### config.mk
export PLATFORM = sky130hd
export DESIGN_NAME = uart_rx
export DESIGN_NICKNAME = d
export VERILOG_FILES = /design/src/rtl/uart_rx.sv
export SDC_FILE = /design/constraint.sdc
export NUM_CORES = 1
export LEC_CHECK = 0
export CAP_MARGIN = 10
export CORE_AREA = 10 10 82 101
export DETAILED_ROUTE_END_ITERATION = 12
export DIE_AREA = 0 0 92 111
export GPL_TIMING_DRIVEN = 1
export PLACE_DENSITY = 0.46
export SLEW_MARGIN = 15
export SYNTH_ARGS = -nofsm -noshare
export SYNTH_HDL_FRONTEND = slang
export SYNTH_SLANG_ARGS = --single-unit
### constraint.sdc
create_clock -name i_Clock -period 4 [get_ports i_Clock]
set_clock_uncertainty 0.1 [all_clocks]
set_input_delay 0.8 -clock i_Clock [delete_from_list [all_inputs] [get_ports i_Clock]]
set_output_delay 0.8 -clock i_Clock [all_outputs]
set_load 0.05 [all_outputs]
### src/rtl/uart_rx.sv
// UART receiver, 8N1 framing (1 start, 8 data LSB first, 1 stop, no parity).
// The serial line is double-flopped and each bit is sampled at its midpoint.
// Good bytes are presented with a one-cycle valid strobe. A low stop bit gives
// a one-cycle framing-error strobe instead.
//
// Ports:
//   i_Clock        system clock, rising edge
//   i_Reset        synchronous active-high reset
//   i_RX_Serial    asynchronous serial input, idles high
//   o_RX_DV        one-cycle strobe: o_RX_Byte holds a new good byte
//   o_RX_Byte      last correctly received byte, held until the next good one
//   o_RX_Frame_Err one-cycle strobe: stop bit sampled low
//   o_RX_Active    high while a frame is being received (start..stop)
module uart_rx #(
    parameter int unsigned CLKS_PER_BIT = 217
) (
    input  logic       i_Clock,
    input  logic       i_Reset,
    input  logic       i_RX_Serial,
    output logic       o_RX_DV,
    output logic [7:0] o_RX_Byte,
    output logic       o_RX_Frame_Err,
    output logic       o_RX_Active
);

    localparam logic [15:0] BitMax  = 16'(CLKS_PER_BIT - 1);
    localparam logic [15:0] HalfMax = 16'((CLKS_PER_BIT - 1) / 2);

    typedef enum logic [2:0] {
        StIdle,
        StStart,
        StData,
        StStop,
        StCleanup
    } state_e;

    state_e      state_q, state_d;
    logic        rx_meta_q, rx_q;
    logic [15:0] cnt_q, cnt_d;
    logic [2:0]  idx_q, idx_d;
    logic [7:0]  shift_q, shift_d;
    logic [7:0]  byte_q, byte_d;
    logic        dv_q, dv_d;
    logic        ferr_q, ferr_d;
    logic        active_q, active_d;

    always_ff @(posedge i_Clock) begin
        if (i_Reset) begin
            rx_meta_q <= 1'b1;
            rx_q      <= 1'b1;
            state_q   <= StIdle;
            cnt_q     <= '0;
            idx_q     <= '0;
            shift_q   <= '0;
            byte_q    <= '0;
            dv_q      <= 1'b0;
            ferr_q    <= 1'b0;
            active_q  <= 1'b0;
        end else begin
            rx_meta_q <= i_RX_Serial;
            rx_q      <= rx_meta_q;
            state_q   <= state_d;
            cnt_q     <= cnt_d;
            idx_q     <= idx_d;
            shift_q   <= shift_d;
            byte_q    <= byte_d;
            dv_q      <= dv_d;
            ferr_q    <= ferr_d;
            active_q  <= active_d;
        end
    end

    always_comb begin
        state_d  = state_q;
        cnt_d    = cnt_q;
        idx_d    = idx_q;
        shift_d  = shift_q;
        byte_d   = byte_q;
        dv_d     = 1'b0;
        ferr_d   = 1'b0;
        active_d = active_q;

        case (state_q)
            StIdle: begin
                cnt_d    = '0;
                idx_d    = '0;
                active_d = 1'b0;
                if (!rx_q) begin
                    state_d  = StStart;
                    active_d = 1'b1;
                end
            end

            StStart: begin
                if (cnt_q == HalfMax) begin
                    cnt_d = '0;
                    if (!rx_q) begin
                        state_d = StData;
                    end else begin
                        // Line went back high before mid start bit: a glitch.
                        state_d  = StIdle;
                        active_d = 1'b0;
                    end
                end else begin
                    cnt_d = cnt_q + 16'd1;
                end
            end

            StData: begin
                if (cnt_q == BitMax) begin
                    cnt_d          = '0;
                    shift_d[idx_q] = rx_q;
                    if (idx_q == 3'd7) begin
                        idx_d   = '0;
                        state_d = StStop;
                    end else begin
                        idx_d = idx_q + 3'd1;
                    end
                end else begin
                    cnt_d = cnt_q + 16'd1;
                end
            end

            StStop: begin
                if (cnt_q == BitMax) begin
                    cnt_d    = '0;
                    active_d = 1'b0;
                    state_d  = StCleanup;
                    if (rx_q) begin
                        byte_d = shift_q;
                        dv_d   = 1'b1;
                    end else begin
                        ferr_d = 1'b1;
                    end
                end else begin
                    cnt_d = cnt_q + 16'd1;
                end
            end

            StCleanup: begin
                cnt_d = '0;
                // A held-low (break) line parks here so it is not taken as a start.
                if (rx_q) begin
                    state_d = StIdle;
                end
            end

            default: begin
                state_d  = StIdle;
                cnt_d    = '0;
                idx_d    = '0;
                active_d = 1'b0;
            end
        endcase
    end

    assign o_RX_DV        = dv_q;
    assign o_RX_Byte      = byte_q;
    assign o_RX_Frame_Err = ferr_q;
    assign o_RX_Active    = active_q;

endmodule
---- After elaboration in Yosys (flattened, before gate mapping) ----
Cells that the tools add are included.
storage, ports and cells
  bits in registers ....................... 43
  input bits .............................. 3
  output and inout bits ................... 11
  logic and storage cells ................. 66
operators by class
  add/subtract/negate cells ............... 2
  magnitude comparators ................... 2
  equal/unequal tests ..................... 14
  multiplexer cells ....................... 23
  bitwise gates (word level) .............. 4
  reduce and logical (&&, ||, !) cells .... 11
operators by type and width
  cell                                                        number
  2-to-1 mux 16 bit                                           2
  one-hot mux 16 bit (2 select lines)                         1
  2-to-1 mux 3 bit                                            8
  adder 16 x 1 -> 16 bit, second input constant               1
  equality test 16 x 7 -> 1 bit, second input constant        1
  equality test 16 x 8 -> 1 bit, second input constant        1
  one-hot mux 3 bit (5 select lines)                          1
  inequality test 2 bit, second input constant                7
  bitwise mux 8 bit                                           1
  equality test 3 x 2 -> 1 bit, second input constant         2
  equality test 3 bit, second input constant                  2
  2-to-1 mux 1 bit                                            6
  one-hot mux 3 bit (2 select lines)                          1
  AND reduction 6 bit                                         1
  OR reduction 3 bit                                          2
  less-than comparator 3 x 4 -> 1 bit, second input constant  1
  inverter 1 bit                                              4
  one-hot mux 1 bit (4 select lines)                          1
  AND reduction 2 bit                                         2
  AND reduction 4 bit                                         1
  OR reduction 2 bit                                          2
  adder 3 x 1 -> 3 bit, second input constant                 1
  demux 1 bit (select 3 bit)                                  1
  equality test 3 x 1 -> 1 bit, second input constant         1
  other kinds (5)                                             5

---- Logic depth before layout (Yosys ltp) ----
Gate-level depths: netlist of the first run.
  depth in word-level cells ............... 5
  mapped depth ............................ 8
  depth with buffers taken out ............ 7

---- Least setup slack after synthesis of the first run ----
Ideal clock, no wire load.
  kind .................................... reg2reg
  from .................................... register cnt_q[0]
  to ...................................... register byte_q[0] (netlist: o_RX_Byte[0])
  library setup time ...................... 0.128 ns
  arrival time ............................ 1.925 ns
  data required time ...................... 3.772 ns
  slack ................................... 1.847 ns
  stages on the path, launching flop included .. 9
  path buffers ............................ 1
  period minus slack after synthesis ...... 2.153 ns
  cell sequence ........................... dfxtp_1 inv_1 ha_1 or3b_2 nor4_4 and4_1 buf_6 mux2i_1 nor2_1
between the ends
  word-level cells in the longest chain between the ends .. 2
RTL lines
  element                        line  RTL
  from (decl)                    39    logic [15:0] cnt_q, cnt_d;
  from (signal assigned)         63    cnt_q <= cnt_d;
  equality test 16 x 8 -> 1 bit  125   if (cnt_q == BitMax) begin
  AND reduction 3 bit (no line)  --
  to (signal assigned)           66    byte_q <= byte_d;
  to (decl)                      42    logic [7:0] byte_q, byte_d;
No other way between the ends.
A chain may end at the register's enable or synchronous reset.

---- Worst setup path after layout of the first run ----
  from .................................... register cnt_q[0]
  to ...................................... register byte_q[7] (netlist: o_RX_Byte[7])
Same word-level chain as after synthesis.

==> run summary, run 1 <==
DRT Pass-1 Iters = 4
Hold Path Stages = 1
number of max-cap violations = 0
CP arrival = 2.64 ns
worst-path maximum fanout = 14
minimum clock period = 2.555 ns
ANT nets after route = 0
post-synthesis register bit count = 43
CTS tree = yes
H-tree depth = 2
max frequency = 391.3 MHz
routed wire length = 3955 um
Synth cell types = 36
Skew-Pair Late Insertion Delay = 0.29 ns
die width = 92 um
largest net degree at the start of global routing = 19
cts hold-fix bufs = 0
top cell type's share of synthesized area = 44.94%
average cell area after synthesis = 8.993 um^2
Filler Cell Count = 711
top post-synthesis cells by area = dfxtp_1 45%, mux2i_1 8.4%, nor2_1 8.2%
Max Slew Vio Count = 0
initial cell density of the core = 29.74%
Sink Count = 43
postcts setup bufs = 0
DIE HEIGHT = 111 um
hpwl dp = 2945 um
Hold Path Class = flip-flop to flip-flop
initial antenna violation count = 0
Max transition margin = 58.85%
IO Pins = 14
Die ar. = 10210 um^2
TritonCTS buffer count = 5
final worst-path cycle share = 63.89%
vias per cell = 4.681
PwrDens = 329.7 nW/um^2
drt drc = 0
RSZ-0062 raised after global routing = false
global-route wire length before repair = 7231 um
reg2reg setup slack = 1.44 ns
Synth Warn # = 0
Clock transition at path regs = 0.08 ns
Buffers on Ports = 13
setup TNS = 0 ns
routed vias = 1465
drt wl/cell = 12.64 um
layout cell share with drive strength beyond 1 = 7.965%
GRT Util Overall = 8.451%
CP Class = flip-flop to flip-flop
worst-case clock buffer depth = 2
syn_nets = 220
post-synthesis sequential area ratio = 44.94%
Worst setup EP type = flip-flop
Antenna diodes = 0
P&R area growth vs syn = 15.35%
post_cts resized = 0
Fin. Hold Viols = 0
Mapped Area = 1916 um^2
setup ws final = 1.445 ns
worst-margin pin slew = 0.6132 ns
VDD IR max = 0.0001317 V
r2r worst-path depth = 8
startpoint class of the critical path = flip-flop
GRT overflow = 0
leakage = 0.0007723 uW
Core Rows = 33
status = completed
Mapped Cells = 213
Place WS = 1.412 ns
Layout Nets = 232
core area = 6441 um^2
vias in the first global route = 1489
routability cong. = 0.7559
Synth area leader = dfxtp_1
endpoints failing setup = 0
Req. time, crit path = 4.09 ns
initial drt markers = 45
clk root buf = clkbuf_8
[kinds of logic after synthesis]
kind of cell	Yosys count	synth area share, %
simple gates	104	28.22
flops	43	44.94
compound gates	16	5.749
buf+inv	16	3.723
mux	16	8.360
xor+xnor	14	6.401
fa+ha+maj	4	2.613
[power by group]
part	internal, uW	switching [uW]
clock network	122	154
registers	430	3.13
logic	7.36	12.5
[critical path, cell delays in order (launching register included)]
cell and delay [ns]:
dfxtp_1 0.36, inv_1 0.09, ha_1 0.14, or3b_2 0.49, nor4_4 0.25, buf_4 0.22, and4_1 0.51, mux2i_1 0.24
nor2_1 0.05
[cell usage after synthesis (all sizes together)]
| cell | n |
|---|---|
| dfxtp | 43 |
| nor2 | 42 |
| mux2i | 16 |
| nand2 | 12 |
| nand3 | 11 |
| nand4 | 11 |
| xor2 | 11 |
| clkbuf | 8 |
| inv | 6 |
| nor4 | 5 |
| a21oi | 4 |
| ha | 4 |
| nor2b | 4 |
| o21ai | 4 |
| or2 | 4 |
| and3 | 3 |
| xnor2 | 3 |
| a22o | 2 |
| and4 | 2 |
| buf | 2 |
| nand4bb | 2 |
| nor3 | 2 |
| nor3b | 2 |
| or4 | 2 |
| a21boi | 1 |
| a311oi | 1 |
| a31oi | 1 |
| nand2b | 1 |
| o22a | 1 |
| o22ai | 1 |
| o41ai | 1 |
| or3b | 1 |
[registers in the layout, indices dropped and copies added (netlist names)]
signal          flops
cnt_q              16
o_RX_DV             1
rx_meta_q           1
o_RX_Active         1
shift_q             8
rx_q                1
o_RX_Frame_Err      1
idx_q               3
state_q             3
o_RX_Byte           8
[area by class of cell]
| class | count | area (um^2) | share of cell area, % |
|---|---|---|---|
| repair buffers | 15 | 145.1 | 6.569 |
| clock buffers | 5 | 68.82 | 3.114 |
| well taps | 87 | 108.9 | 4.926 |
| clock inverters | 3 | 20.02 | 0.9060 |
| multi-input cells | 154 | 983.4 | 44.51 |
| flip-flops and latches | 43 | 860.8 | 38.96 |
| inverters | 6 | 22.52 | 1.019 |
[path summary, 6_finish.rpt]
kind                  end       from
max          o_RX_Byte[7]   cnt_q[0]
min                  rx_q  rx_meta_q
max reg2reg  o_RX_Byte[7]   cnt_q[0]
min reg2reg          rx_q  rx_meta_q
[metal layers]
layer	share of wire, %	GRT usage, %	vias to the layer above
li1	-	-	759
met1	45	9.726	681
met2	50	14.34	19
met3	3.1	2.507	6
met4	1.5	2.990	0
met5	0	0	-
[per-stage QoR]
stage / cells / hold WS (ns) / util (%) / area [um^2] / power, uW
after floorplan: 213 / 0.2895 / - / 1916 / 455.2
after global placement: 305 / 0.2970 / 32.93 / 2121 / 463.7
after detailed placement: 305 / 0.3038 / 32.93 / 2121 / 463.3
after CTS: 313 / 0.3272 / 34.30 / 2210 / 742.8
after global routing: 313 / 0.3350 / 34.30 / 2210 / 768.6
final: 313 / 0.3195 / 34.30 / 2210 / 728.5
[layout by cell type (no fill, tap or decap), types with 2 or more instances in the layout]
cell / instances
nand2_1: 12
ha_1: 4
clkinvlp_4: 2
and3_1: 3
a21oi_1: 4
o21ai_1: 2
nand4bb_1: 2
or2_2: 4
nand3_1: 11
clkbuf_8: 5
nor3b_1: 2
mux2i_1: 16
xnor2_1: 3
nor2b_1: 4
o21ai_0: 2
nor2_1: 42
clkdlybuf4s50_1: 13
dfxtp_1: 43
inv_1: 6
nand4_1: 11
and4_1: 2
nor4_1: 4
nor3_1: 2
a22o_1: 2
xor2_1: 11
buf_4: 2
(Power assumes the default switching activity.)
==> run 2: changes to the inputs <==
Settings changed: PLACE_DENSITY 0.46 to 0.47.
Clock period 4 ns to 2.3 ns, I/O delays scaled along.
==> run summary, run 2 (synthesis results as in run 1) <==
routability cong. = 0.7822 (+3.5%)
max frequency = 472.4 MHz (+21%)
setup TNS = 0 ns (unchanged)
Setup crit start = cnt_q[10]
Layout Cells excl Fill = 320 (+2.2%)
DIE HEIGHT = 111 um (unchanged)
CTS tree = yes
vias in the first global route = 1541 (+3.5%)
drt wl/cell = 12.51 um (-1.0%)
most frequent cells in the layout = 43 x dfxtp_1, 42 x nor2_1, 16 x mux2i_1
leakage = 0.0008139 uW (+5.4%)
P&R area growth vs syn = 19.60%
Skew-Pair Late Insertion Delay = 0.30 ns (about the same)
worst-margin pin slew = 0.5989 ns (-0.01434 ns)
Worst setup EP type = flip-flop
reg2reg setup slack = 0.18 ns (-1.26 ns)
initial cell density of the core = 29.74% (unchanged)
routed wire length = 4002 um (+1.2%)
HP Start = rx_meta_q
core area = 6441 um^2 (unchanged)
crit path cell chain = or4_4 -> nor4_1 -> o21ai_2 -> or4_1 -> a21boi_1
die width = 92 um (unchanged)
Fin. Hold Viols = 0 (unchanged)
commonest non-fill, non-tap cell in the layout = dfxtp_1
Die ar. = 10210 um^2 (unchanged)
Req. time, crit path = 2.43 ns (-1.66 ns)
number of max-cap violations = 0 (unchanged)
Layout Nets = 239 (+3.0%)
drt drc = 0 (unchanged)
VDD IR max = 0.0002461 V (+87%)
startpoint class of the critical path = flip-flop
hold slack = 0.3081 ns (-0.01148 ns)
PwrDens = 565.3 nW/um^2 (+71%)
Buffers on Ports = 13 (unchanged)
status = completed
Critical-path top delay cell = or4_4
Clock power frac = 38.9% (+1.0 points)
initial drt markers = 49 (+8.9%)
H-tree depth = 2 (unchanged)
final worst-path cycle share = 92.03% (+28 points)
FF-to-FF Start = cnt_q[10]
Int Power = 980.2 uW (+76%)
TritonCTS buffer count = 5 (unchanged)
Filler Cell Count = 686 (-3.5%)
Top reg by flops = cnt_q
Hold EP = rx_q
max reg flops = 16 (unchanged)
Sink Count = 43 (unchanged)
cts hold-fix bufs = 0 (unchanged)
GRT Util Overall = 8.291% (-0.16 points)
Max Slew Vio Count = 0 (unchanged)
Switching Share = 24.32% (+0.98 points)
layout cell share with drive strength beyond 1 = 11.59% (+3.6 points)
vias per cell = 4.634 (-0.99%)
Critical Path Max Stage Delay = 0.55 ns (+0.04 ns)
worst-path maximum fanout = 6 (-8)
hpwl dp = 2930 um (-0.50%)
largest net degree at the start of global routing = 19 (unchanged)
clk root buf = clkbuf_8
Clock transition at path regs = 0.09 ns (about the same)
Antenna diodes = 0 (unchanged)
DRT Pass-1 Iters = 4 (unchanged)
sequential group share of total power = 58.0% (-1.4 points)
ANT nets after route = 0 (unchanged)
postcts setup bufs = 0 (unchanged)
worst-case clock buffer depth = 2 (unchanged)
combinational cell fraction of total power = 3.0% (+0.3 points)
# placed instances = 312 (+2.3%)
Core Rows = 33 (unchanged)
GRT overflow = 0 (unchanged)
reg2reg end = state_q[1]
Max transition margin = 59.81% (+0.96 points)
initial antenna violation count = 0 (unchanged)
P_sw = 314.9 uW (+85%)
r2r worst-path depth = 5 (-3)
fin util = 35.57% (+1.3 points)
routed vias = 1483 (+1.2%)
CP arrival = 2.25 ns (-0.39 ns)
RSZ-0062 raised after global routing = false
endpoints failing setup = 0 (unchanged)
Hold Path Stages = 1 (unchanged)
global-route wire length before repair = 7141 um (-1.2%)
Hold Path Class = flip-flop to flip-flop
minimum clock period = 2.117 ns (-0.4387 ns)
IO Pins = 14 (unchanged)
CP Class = flip-flop to flip-flop
post_cts resized = 0 (unchanged)
## run 2: changes by cell type in the layout (fill, tap and decap cells not counted), sizes merged
cell / change
clkinv: -1
buf: +7
inv: +1
## run 2: layout make-up
| cell class | instances | area [um^2] | share of cell area, % |
|---|---|---|---|
| tap | 87 | 108.9 | 4.751 |
| clock inverter | 3 | 23.77 | 1.038 |
| sequential | 43 | 860.8 | 37.58 |
| multi-input combinational | 154 | 992.2 | 43.31 |
| clock buffer | 5 | 68.82 | 3.004 |
| inverter | 6 | 22.52 | 0.9831 |
| timing repair buffer | 22 | 214.0 | 9.339 |
## run 2: per-stage QoR
step	worst slack (ns)	area [um^2]	total power, uW
after floorplan	0.1474	1916	791.7
after global placement	0.1172	2186	809.0
after detailed placement	0.1223	2186	808.4
after CTS	0.1063	2278	1319
after global routing	0.04729	2291	1348
final	0.1832	2291	1295
## run 2: power groups by stage
stage | clock, uW | sequential (uW) | combinational (uW)
5_1_grt | 551 | 753 | 44.4
6_report | 504 | 752 | 39.3
3_5_place_dp | 0 | 769 | 39.1
4_1_cts | 528 | 752 | 39.2
2_1_floorplan | 0 | 768 | 23.7
3_3_place_gp | 0 | 770 | 39.3
## run 2: per-layer routing
layer  global-route usage [%]  wire [um]
met1                    9.304       1767
met5                        0          0
met3                    2.575        132
met2                    14.06       2034
met4                    3.402         68
## run 2: worst max path at each step
stage,endpoint,slack [ns],cells past startpoint
floorplan,o_RX_Byte[0],0.15,8
global placement,cnt_q[7],0.12,9
detailed placement,cnt_q[5],0.12,9
CTS,cnt_q[5],0.11,9
global route,o_RX_Byte[5],0.05,8
finish,state_q[1],0.18,5
## run 2: critical path: cells and delay by family (launching register included)
family	cells	cell delay, ns
AOI/OAI and AO/OA	2	0.30
DFF	1	0.35
and+or+nand+nor	3	1.30
